## config.mk

```make
export PLATFORM = sky130hd
export DESIGN_NAME = weight_fetch_scheduler
export DESIGN_NICKNAME = d
export VERILOG_FILES = /design/src/rtl/sparhixcel_pkg.sv /design/src/rtl/weight_reg_bank.sv /design/src/rtl/weight_fetch_scheduler.sv
export SDC_FILE = /design/constraint.sdc
export NUM_CORES = 1
export LEC_CHECK = 0
export CELL_PAD_IN_SITES_DETAIL_PLACEMENT = 1
export CELL_PAD_IN_SITES_GLOBAL_PLACEMENT = 2
export CORE_MARGIN = 10
export CORE_UTILIZATION = 26
export DETAILED_ROUTE_END_ITERATION = 8
export MAX_ROUTING_LAYER = met4
export PLACE_DENSITY = 0.79
export SYNTH_ARGS = -nofsm -noshare
export SYNTH_HDL_FRONTEND = slang
export SYNTH_SLANG_ARGS = --single-unit
```

## constraint.sdc

```tcl
create_clock -name clk_i -period 3.4 [get_ports clk_i]
set_input_delay 0.34 -clock clk_i [delete_from_list [all_inputs] [get_ports clk_i]]
set_output_delay 0.34 -clock clk_i [all_outputs]
set_load 0.01 [all_outputs]
```

## src/rtl/sparhixcel_pkg.sv

```systemverilog
// Shared constants and FSM state type for the weight fetch scheduler.
package sparhixcel_pkg;

    localparam int N_ROWS_ARRAY        = 9;
    localparam int F_WIDTH             = 8;
    localparam int SIG_ADDRS_WIDTH     = 10;
    localparam int COUNTER_ROUND_WIDTH = 3;

    typedef enum logic [2:0] {
        WFS_IDLE,
        WFS_FETCH,
        WFS_CAPTURE,
        WFS_READY,
        WFS_DONE
    } wfs_state_t;

endpackage

```

## src/rtl/weight_reg_bank.sv

```systemverilog
// Flat weight register with load enable and asynchronous clear.
module weight_reg_bank #(
    parameter int W = 72
) (
    input  logic         clk_i,
    input  logic         rd_weight_rst,
    input  logic         load,
    input  logic [W-1:0] d,
    output logic [W-1:0] q
);

    always_ff @(posedge clk_i or posedge rd_weight_rst) begin
        if (rd_weight_rst) begin
            q <= '0;
        end else if (load) begin
            q <= d;
        end
    end

endmodule

```

## src/rtl/weight_fetch_scheduler.sv

```systemverilog
// Weight fetch scheduler; SPARHIXCEL_WPREFETCH_EN selects
// double-buffered prefetch, otherwise single-buffer fetch on demand.
module weight_fetch_scheduler #(
    parameter int N_ROWS_ARRAY        = sparhixcel_pkg::N_ROWS_ARRAY,
    parameter int F_WIDTH             = sparhixcel_pkg::F_WIDTH,
    parameter int SIG_ADDRS_WIDTH     = sparhixcel_pkg::SIG_ADDRS_WIDTH,
    parameter int COUNTER_ROUND_WIDTH = sparhixcel_pkg::COUNTER_ROUND_WIDTH
) (
    input  logic                              clk_i,
    input  logic                              rd_weight_rst,
    input  logic                              start_i,
    input  logic [SIG_ADDRS_WIDTH-1:0]        base_addr_i,
    input  logic [COUNTER_ROUND_WIDTH-1:0]    n_round_weight_i,
    input  logic                              swap_i,
    output logic                              swap_ack_o,
    output logic                              mem_rd_o,
    output logic [SIG_ADDRS_WIDTH-1:0]        mem_addr_o,
    input  logic [N_ROWS_ARRAY*F_WIDTH-1:0]   mem_data_i,
    output logic [N_ROWS_ARRAY*F_WIDTH-1:0]   weight_o,
    output logic                              shadow_valid_o,
    output logic [COUNTER_ROUND_WIDTH-1:0]    round_o,
    output logic                              busy_o,
    output logic                              done_o
);
    import sparhixcel_pkg::*;

    localparam int WW = N_ROWS_ARRAY * F_WIDTH;

    wfs_state_t state, state_nxt;

    logic [SIG_ADDRS_WIDTH-1:0]     base_q;
    logic [COUNTER_ROUND_WIDTH-1:0] n_q;
    logic [COUNTER_ROUND_WIDTH-1:0] fetch_idx;
    logic [COUNTER_ROUND_WIDTH-1:0] round_q;
    logic                           latch;
    logic                           commit;
    logic                           more;
    logic [WW-1:0]                  active_d;

    assign more = fetch_idx < n_q;

    always_ff @(posedge clk_i or posedge rd_weight_rst) begin
        if (rd_weight_rst) begin
            state <= WFS_IDLE;
        end else begin
            state <= state_nxt;
        end
    end

    always_comb begin
        state_nxt  = state;
        latch      = 1'b0;
        commit     = 1'b0;
        swap_ack_o = 1'b0;
        unique case (state)
            WFS_IDLE: begin
                if (start_i) begin
                    if (n_round_weight_i == '0) begin
                        state_nxt = WFS_DONE;
                    end else begin
                        latch = 1'b1;
`ifdef SPARHIXCEL_WPREFETCH_EN
                        state_nxt = WFS_FETCH;
`else
                        state_nxt = WFS_READY;
`endif
                    end
                end
            end
            WFS_FETCH: state_nxt = WFS_CAPTURE;
            WFS_CAPTURE: begin
`ifdef SPARHIXCEL_WPREFETCH_EN
                state_nxt = WFS_READY;
`else
                swap_ack_o = 1'b1;
                commit     = 1'b1;
                state_nxt  = more ? WFS_READY : WFS_DONE;
`endif
            end
            WFS_READY: begin
`ifdef SPARHIXCEL_WPREFETCH_EN
                if (swap_i) begin
                    swap_ack_o = 1'b1;
                    commit     = 1'b1;
                    state_nxt  = more ? WFS_FETCH : WFS_DONE;
                end
`else
                if (swap_i) begin
                    state_nxt = WFS_FETCH;
                end
`endif
            end
            WFS_DONE: state_nxt = WFS_IDLE;
            default:  state_nxt = WFS_IDLE;
        endcase
    end

    always_ff @(posedge clk_i or posedge rd_weight_rst) begin
        if (rd_weight_rst) begin
            base_q    <= '0;
            n_q       <= '0;
            fetch_idx <= '0;
            round_q   <= '0;
        end else begin
            if (latch) begin
                base_q    <= base_addr_i;
                n_q       <= n_round_weight_i;
                fetch_idx <= '0;
                round_q   <= '0;
            end
            if (state == WFS_FETCH) begin
                fetch_idx <= fetch_idx + COUNTER_ROUND_WIDTH'(1);
            end
            if (commit) begin
                round_q <= round_q + COUNTER_ROUND_WIDTH'(1);
            end
        end
    end

    assign busy_o     = state != WFS_IDLE;
    assign done_o     = state == WFS_DONE;
    assign mem_rd_o   = state == WFS_FETCH;
    assign mem_addr_o = mem_rd_o
                      ? base_q + SIG_ADDRS_WIDTH'(fetch_idx)
                      : '0;
    assign round_o    = round_q;

`ifdef SPARHIXCEL_WPREFETCH_EN
    logic          shadow_valid_q;
    logic [WW-1:0] shadow_q;

    always_ff @(posedge clk_i or posedge rd_weight_rst) begin
        if (rd_weight_rst) begin
            shadow_valid_q <= 1'b0;
        end else if (state == WFS_CAPTURE) begin
            shadow_valid_q <= 1'b1;
        end else if (commit) begin
            shadow_valid_q <= 1'b0;
        end
    end

    weight_reg_bank #(.W(WW)) u_shadow (
        .clk_i         (clk_i),
        .rd_weight_rst (rd_weight_rst),
        .load          (state == WFS_CAPTURE),
        .d             (mem_data_i),
        .q             (shadow_q)
    );

    assign active_d       = shadow_q;
    assign shadow_valid_o = shadow_valid_q;
`else
    assign active_d       = mem_data_i;
    assign shadow_valid_o = 1'b0;
`endif

    weight_reg_bank #(.W(WW)) u_active (
        .clk_i         (clk_i),
        .rd_weight_rst (rd_weight_rst),
        .load          (commit),
        .d             (active_d),
        .q             (weight_o)
    );

endmodule
```

==> results of run 1 <==
[cell usage in the layout (no fill, tap or decap)]
cell type        netlist  layout
o211ai_1               1       1
nand4_1                1       1
a21oi_1                5       5
nor3_4                 1       1
nand3_1                4       4
nand2b_1               2       2
a21o_1                 1       1
inv_4                  0       1
a21boi_0               1       1
conb_1                 1       1
xor2_1                 5       5
and4_1                 1       1
o21ai_0                4       4
nor3_1                 4       4
clkbuf_16              0       9
nand2_2                1       1
dfrtp_1               94      94
mux2i_1                1       1
and2_1                 1       1
nor3b_1                2       2
clkinv_4               0       1
clkbuf_1               1       2
nand2_1               12      12
o31a_1                 1       1
fa_1                   1       1
o2111ai_1              1       1
clkbuf_8               0       3
clkdlybuf4s50_1        0     177
inv_1                  8       7
ha_1                   7       7
mux2_2                87      87
nor2_1                 8       8
bufinv_16              0       1
a31oi_1                1       1
nor2b_1                3       3
buf_12                 0       2
xnor2_1                3       3
nor3b_4                1       1
o31ai_1                1       1
[report_power, final]
part	leakage [nW]	internal (W)	switching, W
logic	1.28	0.00178	0.00118
registers	1.11	0.00170	0.000360
clock network	0.153	0.000633	0.000423
total	2.55	0.00411	0.00196
[metrics by stage]
stage	utilization, %	instance area [um^2]	power [W]	instances	setup WS (ps)
after floorplan	-	3960	0.00359	277	611
after global placement	39.4	5930	0.00500	631	853
after detailed placement	39.4	5930	0.00510	631	751
after CTS	41.5	6240	0.00621	647	361
after global routing	41.5	6240	0.00653	647	194
final	41.5	6240	0.00608	647	390
[registers in the layout (all words and copies together) (netlist names)]
name,count
u_active.q,72
base_q,10
fetch_idx,3
n_q,3
round_o,3
state,3
[cell type report]
cell class | instances | area (um^2) | area share [%]
clock buffer | 14 | 274 | 4.39
clock inverter | 2 | 38.8 | 0.622
inverter | 8 | 32.5 | 0.521
multi-input combinational | 162 | 1490 | 23.9
sequential | 94 | 2350 | 37.7
tap | 188 | 235 | 3.77
timing repair buffer | 179 | 1810 | 29.0
[worst paths after layout]
check / startpoint / to / slack (ps)
max reg2reg: state[1]$_DFFE_PP0P_ / u_active.q[31]$_DFFE_PP0P_ / 1580
max in group asynchronous: rd_weight_rst / fetch_idx[2]$_DFFE_PP0P_ / 2240
max: fetch_idx[0]$_DFFE_PP0P_ / mem_addr_o[4] / 390
min in group clk_i: u_active.q[2]$_DFFE_PP0P_ / u_active.q[2]$_DFFE_PP0P_ / 510
min: rd_weight_rst / u_active.q[38]$_DFFE_PP0P_ / 430
min reg2reg: u_active.q[2]$_DFFE_PP0P_ / u_active.q[2]$_DFFE_PP0P_ / 510
[routing by layer]
metal	GRT usage, %	vias to the layer above	wire length [um]
met4	5.16	0	259
met1	12.7	1445	4620
met3	5.35	16	1140
met5	-	-	0
li1	-	1316	-
met2	19.0	112	5850
[critical path, delay by kind of cell, from the launching register on]
family / cells / cell delay [ps]
buf+inv: 2 / 630
compound gates: 1 / 170
xor+xnor: 1 / 160
simple gates: 2 / 390
flops: 1 / 410
fa+ha+maj: 2 / 570
[kinds of logic after synthesis]
kind of cell / Yosys count / synth area share [%]
adders and majority gates: 8 / 2.72
other: 1 / 0.0947
and+or+nand+nor: 41 / 5.66
buffers and inverters: 21 / 2.84
AOI/OAI and AO/OA: 16 / 2.50
xor gates and xnor gates: 8 / 1.77
muxes: 88 / 25.0
DFF: 94 / 59.4
==> flow_summary.yaml, run 1 <==
timing:
  finalHoldViolCount: 0
  worst_slew_pin_slew_ps: 625
  hold_ws_ps: 435
  rsz0062_at_grt: "no"
  max_slew_margin_pct: 58.4
  period_share_pct: 88.5
  setup_violations: 0
  slew_violations: 0
  finClkSkew_ps: 11.1
  tns_ps: 0
  fmax_ghz: 0.332
  min_period_ps: 3010
synth:
  postSynthAreaPerCell_um2: 14.3
  yosysWarningCount: 0
  synthTopCellsByCount: "dfrtp_1 (94), mux2_2 (87), nand2_1 (12)"
  ys_types: 35
  synth-seq-cells: 94
  postSynth.asyncResetShare_pct: 100
  synth_most_common_cell: "dfrtp_1"
  synth_edf_count: 0
  synth.yosys.seq_area_share_pct: 59.4
  synth.net_count: 374
  synth.area.top_cells: "dfrtp_1 (59%), mux2_2 (25%), ha_1 (2.2%)"
  synthesis.area_mm2: 0.00396
  synthDominantCellAreaShare_pct: 59.4
  yosysTopAreaCell: "dfrtp_1"
  synth_ff_type: "dfrtp_1"
  synthCells: 277
global_routing:
  overflow: 0
  track_usage_pct: 11.9
  antenna_found_initial: 0
  first_global_vias: 3354
  grt_max_degree: 78
  grt_pass1_wl_mm: 18.5
power_and_ir_drop:
  peakVddDrop_mv: 0.385
  p_leak_nw: 2.55
  power.density_mw_per_mm2: 974
setup_path:
  end_kind: "primary output"
  cp.required_ps: 3060
  cp_max_fo: 5
  cp_slowest_cell: "clkdlybuf4s50_1"
  max_stage_delay_ps: 570
  cp-start-kind: "flip-flop"
  worstSetupPathType: "flip-flop to primary output"
  crit_path_cell_trace: "ha_1, inv_1, fa_1, nor2b_1, o21ai_0, xor2_1, nor2_1, clkdlybuf4s50_1"
  reg2reg_depth: 3
  critPathArrivalTime_ps: 2670
floorplanning:
  dieWidth_um: 143
  rows: 45
  io_pins: 179
  start_util_pct: 26.3
  coreArea_mm2: 0.0150
  die_area_mm2: 0.0206
  dieHeight_um: 143
clocking:
  cts-root-buf: "clkbuf_16"
  cts.path.max_buffers: 2
  htreeDepth: 3
  clock-sinks: 94
  cts_buffers: 9
  hold_buffers: 0
  clk_latency_ps: 340
  clkTransAtPathRegs_ps: 70
  postCtsSetupRepairBufs: 0
  cts_resized: 0
  cts_tree: "done"
route:
  viasPerCell: 4.47
  first_pass_iters: 3
  wl_mm: 11.9
  ant_nets: 0
  drtIter0Drc: 54
  drcViolationCount: 0
  dr_total_vias: 2889
  drt-wirelength-per-cell_um: 18.3
placed_design:
  port_buffers: 177
  dpl.hpwl_mm: 9.17
  place_congestion: 0.744
final_layout:
  layout-drive-gt1-share_pct: 23.3
  fill_cells: 1550
  antenna_cells: 0
  nets: 551
  area_delta_synth_final_pct: 57.6
flow_run:
  drv_cap: 0
outcome:
  status: "completed"
min_path:
  hold_class: "primary input to asynchronous set/reset pin"
(Power assumes the default switching activity.)
==> inputs of run 2 (changes only) <==
CTS_CLUSTER_SIZE = 16   (was default)
==> results of run 2 <==
Same layout as run 1: the final DEF is identical, and so are final timing and power.
